## src/rtl/adc_osr_pkg.sv

```systemverilog
// Shared constants and helpers for the multichannel oversampling decimator.
package adc_osr_pkg;

    localparam int unsigned OSR_MAX_LOG2_DEF = 7;

    // Channel tag width, at least one bit even for a single channel.
    function automatic int unsigned chan_width(input int unsigned n);
        return (n > 1) ? $clog2(n) : 1;
    endfunction

    function automatic int unsigned gain_bits(input int unsigned k);
        return k / 2;
    endfunction

    function automatic int unsigned drop_bits(input int unsigned k);
        return k - k / 2;
    endfunction

endpackage

```

## src/rtl/adc_sync_fifo.sv

```systemverilog
// Synchronous FIFO with registered storage; head entry is visible on data_o.
module adc_sync_fifo #(
    parameter int unsigned WIDTH = 18,
    parameter int unsigned DEPTH = 4
) (
    input  logic             clk,
    input  logic             rst_n,
    input  logic             push_i,
    input  logic [WIDTH-1:0] data_i,
    input  logic             pop_i,
    output logic [WIDTH-1:0] data_o,
    output logic             full_o,
    output logic             empty_o
);

    localparam int unsigned AW = (DEPTH > 1) ? $clog2(DEPTH) : 1;

    logic [WIDTH-1:0] mem_q [DEPTH];
    logic [AW:0]      wr_ptr_q, wr_ptr_d;
    logic [AW:0]      rd_ptr_q, rd_ptr_d;
    logic             empty_c, full_c, do_push, do_pop;

    // Extra pointer MSB separates full from empty.
    always_comb begin
        empty_c  = (wr_ptr_q == rd_ptr_q);
        full_c   = (wr_ptr_q[AW] != rd_ptr_q[AW]) &&
                   (wr_ptr_q[AW-1:0] == rd_ptr_q[AW-1:0]);
        do_pop   = pop_i && !empty_c;
        do_push  = push_i && (!full_c || do_pop);
        wr_ptr_d = wr_ptr_q + (AW+1)'(do_push);
        rd_ptr_d = rd_ptr_q + (AW+1)'(do_pop);
    end

    always_ff @(posedge clk or negedge rst_n) begin
        if (!rst_n) begin
            wr_ptr_q <= '0;
            rd_ptr_q <= '0;
            for (int i = 0; i < int'(DEPTH); i++) begin
                mem_q[i] <= '0;
            end
        end else begin
            wr_ptr_q <= wr_ptr_d;
            rd_ptr_q <= rd_ptr_d;
            if (do_push) begin
                mem_q[wr_ptr_q[AW-1:0]] <= data_i;
            end
        end
    end

    assign data_o  = mem_q[rd_ptr_q[AW-1:0]];
    assign full_o  = full_c;
    assign empty_o = empty_c;

endmodule

```

## src/rtl/adc_osr_multichannel.sv

```systemverilog
// Per-channel 2^k oversampling accumulator feeding a result FIFO with
// valid/ready handshake and sticky overflow.
module adc_osr_multichannel
    import adc_osr_pkg::*;
#(
    parameter int unsigned DATA_WIDTH   = 12,
    parameter int unsigned OUT_WIDTH    = 16,
    parameter int unsigned CHANNELS     = 2,
    parameter int unsigned OSR_MAX_LOG2 = OSR_MAX_LOG2_DEF,
    parameter int unsigned FIFO_DEPTH   = 4
) (
    input  logic                            clk,
    input  logic                            rst_n,
    input  logic                            enable_in,
    input  logic [2:0]                      osr_mode_in,
    input  logic                            data_valid_in,
    input  logic [DATA_WIDTH-1:0]           data_in,
    input  logic [chan_width(CHANNELS)-1:0] data_channel_in,
    output logic [OUT_WIDTH-1:0]            result_out,
    output logic [chan_width(CHANNELS)-1:0] result_channel_out,
    output logic                            result_valid_out,
    input  logic                            result_ready_in,
    output logic                            overflow_out,
    input  logic                            overflow_clear_in
);

    localparam int unsigned CH_W  = chan_width(CHANNELS);
    localparam int unsigned ACC_W = DATA_WIDTH + OSR_MAX_LOG2;
    localparam int unsigned CNT_W = OSR_MAX_LOG2;
    localparam int unsigned PAY_W = CH_W + OUT_WIDTH;

    logic [2:0]           osr_q;
    logic [ACC_W-1:0]     acc_q [CHANNELS];
    logic [ACC_W-1:0]     acc_d [CHANNELS];
    logic [CNT_W-1:0]     cnt_q [CHANNELS];
    logic [CNT_W-1:0]     cnt_d [CHANNELS];
    logic                 overflow_q, overflow_d;

    int unsigned          k_sat;
    logic [CNT_W-1:0]     window_last;
    logic                 mode_change, accept;
    logic [ACC_W-1:0]     sum_c, shifted_c;
    logic                 push_c, pop_c;
    logic [OUT_WIDTH-1:0] push_res;
    logic [CH_W-1:0]      push_ch;
    logic [PAY_W-1:0]     head;
    logic                 fifo_full, fifo_empty;

    // Window length comes from the registered mode, saturated to the maximum.
    always_comb begin
        k_sat       = (32'(osr_q) > OSR_MAX_LOG2) ? OSR_MAX_LOG2 : 32'(osr_q);
        window_last = CNT_W'((32'd1 << k_sat) - 32'd1);
        mode_change = (osr_q != osr_mode_in);
        accept      = enable_in && data_valid_in && !mode_change &&
                      (32'(data_channel_in) < CHANNELS);
    end

    // Accumulate the tagged channel; a completing sample emits and restarts.
    always_comb begin
        sum_c     = '0;
        shifted_c = '0;
        push_c    = 1'b0;
        push_res  = '0;
        push_ch   = '0;
        for (int c = 0; c < int'(CHANNELS); c++) begin
            acc_d[c] = acc_q[c];
            cnt_d[c] = cnt_q[c];
            if (!enable_in || mode_change) begin
                acc_d[c] = '0;
                cnt_d[c] = '0;
            end else if (accept && (data_channel_in == CH_W'(c))) begin
                sum_c = acc_q[c] + ACC_W'(data_in);
                if (cnt_q[c] == window_last) begin
                    acc_d[c]  = '0;
                    cnt_d[c]  = '0;
                    shifted_c = sum_c >> drop_bits(k_sat);
                    push_c    = 1'b1;
                    push_res  = OUT_WIDTH'(shifted_c)
                                << (OUT_WIDTH - DATA_WIDTH - gain_bits(k_sat));
                    push_ch   = CH_W'(c);
                end else begin
                    acc_d[c] = sum_c;
                    cnt_d[c] = cnt_q[c] + CNT_W'(1);
                end
            end
        end
    end

    // A push that finds the FIFO full with no concurrent pop is dropped.
    always_comb begin
        pop_c      = !fifo_empty && result_ready_in;
        overflow_d = overflow_q;
        if (push_c && fifo_full && !pop_c) begin
            overflow_d = 1'b1;
        end else if (overflow_clear_in) begin
            overflow_d = 1'b0;
        end
    end

    always_ff @(posedge clk or negedge rst_n) begin
        if (!rst_n) begin
            osr_q      <= '0;
            overflow_q <= 1'b0;
            for (int c = 0; c < int'(CHANNELS); c++) begin
                acc_q[c] <= '0;
                cnt_q[c] <= '0;
            end
        end else begin
            osr_q      <= osr_mode_in;
            overflow_q <= overflow_d;
            for (int c = 0; c < int'(CHANNELS); c++) begin
                acc_q[c] <= acc_d[c];
                cnt_q[c] <= cnt_d[c];
            end
        end
    end

    adc_sync_fifo #(
        .WIDTH (PAY_W),
        .DEPTH (FIFO_DEPTH)
    ) u_fifo (
        .clk     (clk),
        .rst_n   (rst_n),
        .push_i  (push_c),
        .data_i  ({push_ch, push_res}),
        .pop_i   (pop_c),
        .data_o  (head),
        .full_o  (fifo_full),
        .empty_o (fifo_empty)
    );

    assign result_out         = head[OUT_WIDTH-1:0];
    assign result_channel_out = head[PAY_W-1 -: CH_W];
    assign result_valid_out   = !fifo_empty;
    assign overflow_out       = overflow_q;

endmodule

```

## config.mk

```make
export PLATFORM = sky130hd
export DESIGN_NAME = adc_osr_multichannel
export DESIGN_NICKNAME = d
export VERILOG_FILES = /design/src/rtl/adc_osr_pkg.sv /design/src/rtl/adc_sync_fifo.sv /design/src/rtl/adc_osr_multichannel.sv
export SDC_FILE = /design/constraint.sdc
export NUM_CORES = 1
export LEC_CHECK = 0
export BUFFER_PORTS_ARGS = -buffer_cell sky130_fd_sc_hd__buf_2
export CAP_MARGIN = 20
export CORE_MARGIN = 5
export CORE_UTILIZATION = 30
export CTS_BUF_LIST = sky130_fd_sc_hd__clkbuf_8
export DETAILED_ROUTE_END_ITERATION = 12
export GPL_TIMING_DRIVEN = 0
export PLACE_DENSITY = 0.43
export SKIP_CTS_REPAIR_TIMING = 1
export SLEW_MARGIN = 20
export SYNTH_ARGS = -nofsm -noshare
export SYNTH_HDL_FRONTEND = slang
export SYNTH_HIERARCHICAL = 1
export SYNTH_SLANG_ARGS = --single-unit
```

## constraint.sdc

```tcl
create_clock -name clk -period 6.2 [get_ports clk]
set_input_delay 0.62 -clock clk [delete_from_list [all_inputs] [get_ports clk]]
set_output_delay 0.62 -clock clk [all_outputs]
set_load 0.01 [all_outputs]
```

==> run_results.csv, run 1 <==
group,metric,value,unit
pwr,power_density,192.1,nW/µm²
cells_and_area,fill_cells,4071,
cts,cts_buffers,17,
cts,cts_max_path_buffers,2,
critical_path,path_class,"reg -> reg",
floorplanning,initial_core_util,30.31,%
synthesis,synthFlopType,"dfrtp_1",
pwr,vdd_drop_max,129.5,µV
sta,rsz0062_at_grt,"false",
global_routing,grt_pass1_wl,66180,µm
critical_path,crit_buf_inv,6,
critical_path,path_delay_family,"buffers and inverters",
floorplanning,num_io_pins,41,
synthesis,synth-edff-count,0,
cells_and_area,layout_commonest_cell,"nand2_1",
critical_path,crit_path_max_incr_delay,0.64,ns
critical_path,arrival,6.33,ns
placed_design,hpwlAfterDp,32720,µm
critical_path,crit_fanout,12,
route,drt_iter0_drc,880,
cells_and_area,antenna_cells,0,
sta,fin_setup_tns,0,ns
route,via_count,10930,
global_routing,antenna_found_initial,0,
synthesis,syn-cell-area,11710,µm²
global_routing,grt_start_max_net_pins,82,
route,dr.pass1.iters,8,
cts,clkSinkCount,130,
synthesis,synth.yosys.seq_area_share,27.77,%
sta,finalMaxSlewViolations,0,
route,drtAntennaViolNets,0,
placed_design,postPlaceCellArea,12620,µm²
sta,finalSetupViolCount,0,
sta,maxSlewHeadroom,24.71,%
sta,max_clock_freq,0.1680,GHz
route,wirelength,42800,µm
sta,finalCritPeriodShare,96.02,%
cells_and_area,syn2layout_area_growth,10.96,%
critical_path,cp-start-kind,"flop",
placed_design,gp_congestion,0.9430,
pwr,p_leak,5.547,nW
global_routing,grt.overflow.total,0,
cts,cts_tree,"built",
sta,period_needed,5.953,ns
synthesis,ys_types,101,
critical_path,worstPathCellList,"clkbuf_2 -> inv_1 -> clkbuf_2 -> clkbuf_2 -> ha_1 -> clkinvlp_4 -> clkbuf_1 -> a211o_1 -> mux2i_1 -> mux2i_1 -> a32o_1 -> a2111oi_0 -> o311ai_1 -> mux2_4",
cells_and_area,postLayoutCellArea,13000,µm²
sta,whs,0.02125,ns
route,wire_per_inst,22.55,µm
synthesis,ys_async_sr_fraction,100.0,%
cells_and_area,regArea,3253,µm²
route,drc_errors,0,
critical_path,crit_top_cell,"clkbuf_2",
outcome,status,"finished clean",
cts,cts.clk_slew.worst_paths,0.08,ns
min_path,hold_path_class,"in -> async",
cts,root_buffer,"clkbuf_8",
cells_and_area,drive_gt1_share,17.46,%
flow_run,drv_cap,0,
synthesis,syn-num-nets,1373,
global_routing,grt_use_total,19.53,%
floorplanning,rows,72,
critical_path,critPathSlowestCell,"ha_1",
synthesis,ys_warn_count,6,
cts,cts_htree_levels,4,
placed_design,portBuffers,40,
cells_and_area,final_util,33.63,%
synthesis,ys_seq_elements,130,
sta,finClkSkew,0.01101,ns
synthesis,syn_avg_cell_area,8.949,µm²
cts,clk_latency,0.50,ns
route,vias_per_cell,5.757,
sta,worst_slew_pin_slew,1.115,ns
floorplanning,die_w,207.6,µm
critical_path,crit_path_end_kind,"flop",
cells_and_area,final_cell_mix,"nand2_1, dfrtp_1, nor2_1",
cells_and_area,nets,1434,
floorplanning,die_area,43100,µm²
sta,finalHoldViolCount,0,
critical_path,crit_required,6.58,ns
cells_and_area,multi_input_area,7941,µm²
global_routing,grt_pass1_vias,10680,
floorplanning,die_y,207.6,µm
synthesis,synthCells,1309,
floorplanning,core,38650,µm²
[cells in the mapped netlist (all sizes together), types with 17 or more instances]
master | number | area [µm²]
a211oi | 26 | 200.2
and2 | 18 | 116.4
mux2i | 34 | 340.3
mux4 | 23 | 518.0
nor2 | 105 | 394.1
dfrtp | 130 | 3253
nand2 | 135 | 506.7
xor2 | 32 | 306.5
nand3 | 27 | 135.1
nand4 | 22 | 137.6
ha | 39 | 488.0
a21oi | 70 | 369.1
nor3 | 28 | 140.1
o21ai | 100 | 504.2
inv | 27 | 101.4
clkbuf | 63 | 246.5
mux2 | 74 | 983.5
xnor2 | 32 | 287.8
buf | 27 | 171.4
a21o | 17 | 128.9
[metrics by stage]
stage / setup WS (ns) / instances / total power, mW
after floorplan: 1.541 / 1309 / 1.476
after global placement: -0.3478 / 1867 / 1.765
after detailed placement: -0.2751 / 1870 / 1.764
after CTS: -0.3084 / 1899 / 2.522
after global routing: 0.09320 / 1898 / 2.638
final: 0.2466 / 1898 / 2.497
[layout make-up]
class                           count  share of cell area, %
Sequential cell                   130                  25.03
Clock inverter                     10                 0.8568
Timing Repair Buffer               43                  1.906
Inverter                           30                 0.8953
Buffer                             89                  3.215
Clock buffer                       19                  2.012
Tap cell                          518                  4.987
Multi-Input combinational cell   1059                  61.10
[where the power goes]
| group | leakage, nW | switching, mW | internal [mW] |
|---|---|---|---|
| registers | 1.80 | 0.0118 | 0.861 |
| clock network | 0.191 | 0.365 | 0.369 |
| logic | 3.55 | 0.608 | 0.282 |
[metal layers]
layer  track usage [%]  vias to the layer above  share of wire, %
met4             6.794                        0               3.1
li1                  -                     5080                 -
met3             3.854                       59               5.4
met5                 0                        -                 0
met2             30.62                      361                45
met1             26.96                     5426                46
[worst reg2reg max path, stage by stage, from the launching register on]
cell	delay (ns)
dfrtp_1	0.56
clkbuf_2	0.34
inv_1	0.21
clkbuf_2	0.27
clkbuf_2	0.31
ha_1	0.65
clkinvlp_4	0.41
clkbuf_1	0.39
a211o_1	0.40
mux2i_1	0.44
mux2i_1	0.21
a32o_1	0.29
a2111oi_0	0.53
o311ai_1	0.44
mux2_4	0.39
[kinds of logic after synthesis]
kind of cell / share of synthesized area, %
XOR/XNOR: 5.074
AND/OR/NAND/NOR: 16.99
buffers and inverters: 4.529
AO/OA/AOI/OAI: 25.23
flip-flops: 27.77
multiplexers: 15.72
adder cells (fa/ha/maj): 4.679
[flip-flops by register name, summed over array words and instances, names as in the netlist]
signal	cells
overflow_out	1
u_fifo/wr_ptr_q	3
u_fifo/rd_ptr_q	3
acc_q	38
osr_q	3
u_fifo/mem_q	68
cnt_q	14
[final timing paths]
check                                from          endpoint  slack [ns]  cells past startpoint
setup / recovery                 osr_q[1]  u_fifo/mem_q[13]        0.25                     14
hold / removal                      rst_n  u_fifo/mem_q[63]        0.02                      1
setup reg to reg                 osr_q[1]  u_fifo/mem_q[13]        0.25                     14
hold reg to reg                 acc_q[28]         acc_q[28]        0.49                      2
max in group asynchronous           rst_n         acc_q[12]        5.39                      2
min in group clk           osr_mode_in[0]          osr_q[0]        0.25                      1
(Power assumes the default switching activity.)
==> run 2, diff against run 1 <==
CORE_UTILIZATION = 55   (was 30)
PLACE_DENSITY = 0.71   (was 0.43)
==> run 2 against run 1 <==
  * Final cell count decreased by 13%
  * Non-clock buffer count decreased by 2
  * Fmax increased by 3.1%
  * Design area decreased by 2.0%
  * Wire length decreased by 12%
  * Sequential cell count unchanged
  * Clock skew increased by 0.015 ns
  * Worst setup slack improved by 0.18 ns
  * Sequential power about the same
  * First-iteration DRC count increased by 40%
  * Highest routed layer unchanged
==> run_results.csv, run 2 (synthesis gave the netlist of run 1 again) <==
group,metric,value,unit
outcome,status,"finished clean",
placed_design,dpl_worst_slack,0.2818,ns
cells_and_area,drive_gt1_share,17.45,%
cells_and_area,layout_commonest_cell,"nand2_1",
pwr,p_leak,5.564,nW
route,drc_errors,0,
floorplanning,die_area,24320,µm²
cells_and_area,regMostFlops,"u_fifo/mem_q",
cells_and_area,final_util,60.59,%
floorplanning,core,21020,µm²
sta,finalMaxSlewViolations,0,
route,drtAntennaViolNets,0,
critical_path,path_class,"reg -> reg",
global_routing,antenna_found_initial,0,
route,via_count,11110,
sta,finalCritPeriodShare,93.10,%
global_routing,grt_start_max_net_pins,69,
flow_run,drv_cap,0,
critical_path,rr_worst_depth,14,
cts,clkSinkCount,130,
placed_design,dp_cells,1625,
global_routing,grt_use_total,31.47,%
cts,clk_latency,0.47,ns
cells_and_area,antenna_cells,0,
sta,finalSetupViolCount,0,
cells_and_area,layout_top_registers,"u_fifo/mem_q (68), acc_q (38), cnt_q (14)",
critical_path,crit_fanout,12,
placed_design,gp_congestion,1.029,
global_routing,grt_pass1_vias,10760,
critical_path,crit_path_end_kind,"flop",
cells_and_area,instances_no_fill,1656,
pwr,power_density,198.6,nW/µm²
sta,max_clock_freq,0.1733,GHz
critical_path,crit_top_cell,"clkbuf_1",
sta,maxSlewHeadroom,24.88,%
critical_path,worstPathCellList,"clkbuf_1 -> inv_1 -> clkbuf_1 -> clkbuf_2 -> ha_1 -> clkinvlp_4 -> clkbuf_1 -> a211o_1 -> mux2i_1 -> mux2i_1 -> a32o_1 -> a2111oi_0 -> o311ai_1 -> mux2_4",
route,wirelength,37840,µm
critical_path,critPathSlowestCell,"ha_1",
critical_path,cp-start-kind,"flop",
cts,cts.clk_slew.worst_paths,0.10,ns
cells_and_area,postLayoutCellArea,12740,µm²
route,wire_per_inst,22.85,µm
critical_path,reg2reg_setup_slack,0.43,ns
route,vias_per_cell,6.709,
placed_design,postPlaceCellArea,12310,µm²
critical_path,crit_required,6.55,ns
route,dr.pass1.iters,6,
cells_and_area,final_cell_mix,"nand2_1, dfrtp_1, nor2_1",
cts,cts_tree,"built",
global_routing,grt.overflow.total,0,
floorplanning,die_w,155.9,µm
pwr,vdd_drop_max,148.0,µV
global_routing,grt_pass1_wl,60990,µm
sta,rsz0062_at_grt,"false",
sta,period_needed,5.772,ns
critical_path,crit_buf_inv,6,
sta,worst_slew_pin_slew,1.120,ns
placed_design,hpwlAfterDp,28760,µm
cts,root_buffer,"clkbuf_8",
critical_path,r2r_start,"osr_q[1]",
floorplanning,initial_core_util,55.72,%
placed_design,portBuffers,40,
cts,cts_buffers,17,
floorplanning,rows,53,
floorplanning,die_y,155.9,µm
cells_and_area,largest_reg_flops,68,
sta,finalHoldViolCount,0,
cts,cts_htree_levels,4,
critical_path,crit_path_max_incr_delay,0.64,ns
critical_path,path_delay_family,"buffers and inverters",
critical_path,arrival,6.12,ns
route,drt_iter0_drc,1236,
min_path,hold_path_class,"in -> async",
sta,finClkSkew,0.02632,ns
sta,fin_ws,0.4280,ns
critical_path,r2r-end,"u_fifo/mem_q[13]",
cells_and_area,nets,1432,
pwr,power,2.529,mW
floorplanning,num_io_pins,41,
cts,cts_max_path_buffers,2,
cells_and_area,syn2layout_area_growth,8.737,%
run 2: cell types whose count changed in the layout (fill, tap and decap cells not counted), moves of 2 or more:
cell	delta
clkinv_4	+2
inv_8	+5
clkbuf_8	-2
clkbuf_2	-2
bufinv_16	-2
clkbuf_1	+2
buf_2	-2
clkinv_2	-3
clkinvlp_4	-2
clkinv_8	+5
run 2: routing by layer:
| metal | track usage (%) | vias up | wire length (µm) |
|---|---|---|---|
| met4 | 13.05 | 0 | 1591 |
| met5 | 0 | - | 0 |
| li1 | - | 5067 | - |
| met3 | 4.910 | 107 | 2797 |
| met1 | 42.69 | 5390 | 16030 |
| met2 | 50.40 | 546 | 17420 |
run 2: power breakdown:
| part | internal [mW] | total, mW | switching [mW] |
|---|---|---|---|
| Clock | 0.314 | 0.788 | 0.473 |
| Sequential | 0.861 | 0.873 | 0.0119 |
| Combinational | 0.282 | 0.869 | 0.587 |
| Total | 1.46 | 2.53 | 1.07 |
run 2: worst max-delay path by stage:
stage	startpoint	to	slack, ns	depth (start not counted)
floorplan	osr_q[1]	u_fifo/mem_q[57]	1.54	17
global placement	osr_q[1]	u_fifo/mem_q[30]	-0.05	15
detailed placement	osr_q[1]	u_fifo/mem_q[64]	0.28	16
CTS	osr_q[1]	u_fifo/mem_q[13]	0.24	16
global route	osr_q[1]	u_fifo/mem_q[30]	0.13	14
finish	osr_q[1]	u_fifo/mem_q[13]	0.43	14
run 2: worst register-to-register path, stage by stage (launching register included):
cell and delay [ns]:
dfrtp_1 0.55, clkbuf_1 0.45, inv_1 0.26, clkbuf_1 0.34
clkbuf_2 0.34, ha_1 0.64, clkinvlp_4 0.39, clkbuf_1 0.37
a211o_1 0.40, mux2i_1 0.39, mux2i_1 0.28, a32o_1 0.32
a2111oi_0 0.26, o311ai_1 0.33, mux2_4 0.36
run 2: cell type report:
cell class | count | area (µm²)
inverters | 30 | 116.4
clock inverters | 15 | 188.9
fillers | 1820 | 8284
multi-input cells | 1059 | 7948
clock buffers | 17 | 234.0
repair buffers | 41 | 237.7
plain buffers | 89 | 415.4
flip-flops and latches | 130 | 3253
well taps | 275 | 344.1
run 2: metrics by stage:
stage | hold slack, ns | TNS, ns
CTS | 0.08780 | 0
global placement | 0.4677 | -0.1760
detailed placement | 0.4773 | 0
floorplan | 0.3244 | 0
global route | 0.09947 | 0
finish | 0.08370 | 0
==> run 3, diff against run 2 <==
CELL_PAD_IN_SITES_DETAIL_PLACEMENT = 1   (was not set)
CELL_PAD_IN_SITES_GLOBAL_PLACEMENT = 1   (was not set)
CORE_UTILIZATION = 51   (was 55)
PLACE_DENSITY = 0.83   (was 0.71)
==> run 3 against run 2 <==
  * Register-to-register slack worse by 0.04 ns
  * Die area up 7.3%
  * Critical path depth increased by 1
  * Utilization shrank 4.3 points
  * First-iteration DRC count shrank 8.0%
  * Fmax down 0.76%
  * Sequential cell count unchanged
  * Final cell count increased by 0.72%
  * Combinational power grew 2.6%
  * Sequential share of layout area barely moved
  * Global-route usage is 1.3 points higher
==> run_results.csv, run 3 (synthesis gave the netlist of run 1 again) <==
group,metric,value,unit
route,via_count,11490,
route,vias_per_cell,6.887,
cells_and_area,regMostFlops,"u_fifo/mem_q",
placed_design,gp_congestion,1.018,
global_routing,grt_pass1_vias,11730,
sta,maxSlewHeadroom,16.54,%
pwr,power,2.514,mW
cells_and_area,final_util,56.25,%
cells_and_area,fill_cells,2688,
critical_path,r2r-end,"u_fifo/mem_q[13]",
cells_and_area,nets,1434,
sta,rsz0062_at_grt,"false",
critical_path,arrival,6.17,ns
cells_and_area,instances_no_fill,1668,
route,dr.pass1.iters,6,
global_routing,grt_use_total,32.74,%
outcome,status,"finished clean",
critical_path,path_delay_family,"buffers and inverters",
cts,cts_tree,"built",
route,drc_errors,0,
floorplanning,die_area,26100,µm²
route,drt_iter0_drc,1137,
cells_and_area,drive_gt1_share,17.72,%
critical_path,crit_path_end_kind,"flop",
sta,period_needed,5.816,ns
critical_path,r2r_start,"osr_q[1]",
sta,worst_slew_pin_slew,1.236,ns
sta,whs,0.006286,ns
flow_run,drv_cap,0,
cells_and_area,largest_reg_flops,68,
cts,cts_buffers,17,
critical_path,path_class,"reg -> reg",
cells_and_area,layout_top_registers,"u_fifo/mem_q (68), acc_q (38), cnt_q (14)",
critical_path,reg2reg_setup_slack,0.38,ns
cts,root_buffer,"clkbuf_8",
sta,finalSetupViolCount,0,
critical_path,cp-start-kind,"flop",
sta,max_clock_freq,0.1719,GHz
cells_and_area,antenna_cells,0,
route,wire_per_inst,25.73,µm
floorplanning,num_io_pins,41,
critical_path,crit_required,6.55,ns
critical_path,worstPathCellList,"clkbuf_2 -> inv_1 -> clkbuf_2 -> clkbuf_2 -> ha_1 -> clkbuf_1 -> clkinvlp_4 -> clkbuf_1 -> a211o_1 -> mux2i_1 -> mux2i_1 -> a32o_1 -> a2111oi_0 -> o311ai_1 -> mux2_4",
route,drtAntennaViolNets,0,
pwr,power_density,197.4,nW/µm²
route,wirelength,42930,µm
cells_and_area,final_cell_mix,"nand2_1, dfrtp_1, nor2_1",
sta,finalHoldViolCount,0,
cts,clk_latency,0.48,ns
global_routing,grt_pass1_wl,67600,µm
global_routing,grt.overflow.total,0,
cells_and_area,syn2layout_area_growth,8.727,%
min_path,hold_path_class,"in -> async",
sta,finClkSkew,0.02539,ns
placed_design,dp_cells,1636,
sta,finalMaxSlewViolations,0,
floorplanning,die_y,161.6,µm
global_routing,grt_start_max_net_pins,88,
critical_path,crit_top_cell,"clkbuf_2",
critical_path,critPathSlowestCell,"dfrtp_1",
cts,cts_htree_levels,4,
pwr,p_leak,5.544,nW
placed_design,hpwlAfterDp,32760,µm
cells_and_area,layout_commonest_cell,"nand2_1",
critical_path,crit_fanout,12,
floorplanning,core,22640,µm²
cts,cts.clk_slew.worst_paths,0.11,ns
floorplanning,die_w,161.6,µm
cts,cts_max_path_buffers,2,
sta,finalCritPeriodShare,93.81,%
critical_path,crit_buf_inv,7,
critical_path,crit_path_max_incr_delay,0.53,ns
global_routing,antenna_found_initial,0,
pwr,vdd_drop_max,138.9,µV
placed_design,portBuffers,40,
critical_path,rr_worst_depth,15,
floorplanning,rows,55,
floorplanning,initial_core_util,51.74,%
cts,clkSinkCount,130,
-- run 3: final cells by class --
class	instances	area [µm²]	share of cell area, %
plain buffers	90	421.7	3.311
clock buffers	17	234.0	1.837
clock inverters	15	162.7	1.277
inverters	30	116.4	0.9136
multi-input cells	1059	7946	62.39
flip-flops and latches	130	3253	25.54
well taps	285	356.6	2.800
repair buffers	42	245.2	1.926
-- run 3: stage by stage --
step,setup TNS (ns),area [µm²],setup slack [ns]
final,0,12740,0.3839
after global routing,0,12740,0.1509
after CTS,0,12720,0.06342
after detailed placement,0,12330,0.1170
after global placement,-1.211,12270,-0.1023
after floorplan,0,11710,1.541
-- run 3: worst max-delay path by stage --
stage / start / cells past startpoint / end / slack (ns)
final: osr_q[1] / 15 / u_fifo/mem_q[13] / 0.38
after floorplan: osr_q[1] / 17 / u_fifo/mem_q[57] / 1.54
after global routing: osr_q[1] / 15 / u_fifo/mem_q[13] / 0.15
after CTS: osr_q[1] / 17 / u_fifo/mem_q[40] / 0.06
after global placement: osr_q[1] / 15 / u_fifo/mem_q[30] / -0.10
after detailed placement: osr_q[1] / 17 / u_fifo/mem_q[40] / 0.12
-- run 3: power by group --
group	leakage [nW]	switching (mW)	internal (mW)	total (mW)
Combinational	3.55	0.609	0.283	0.892
Clock	0.190	0.448	0.301	0.750
Sequential	1.80	0.0114	0.861	0.873
Total	5.54	1.07	1.45	2.51
-- run 3: per-layer routing --
metal  vias to the layer above  track usage, %  wire length (µm)
li1                       5073               -                 -
met4                         0           9.965              1308
met5                         -               0                 0
met3                        86           5.792              3060
met2                       486           51.91             19540
met1                      5842           45.89             19010
-- run 3: worst register-to-register path, stage by stage, from the launching register on --
cell and delay [ns]:
dfrtp_1 0.53, clkbuf_2 0.31, inv_1 0.19, clkbuf_2 0.28
clkbuf_2 0.32, ha_1 0.40, clkbuf_1 0.44, clkinvlp_4 0.43
clkbuf_1 0.38, a211o_1 0.40, mux2i_1 0.34, mux2i_1 0.27
a32o_1 0.33, a2111oi_0 0.34, o311ai_1 0.37, mux2_4 0.37
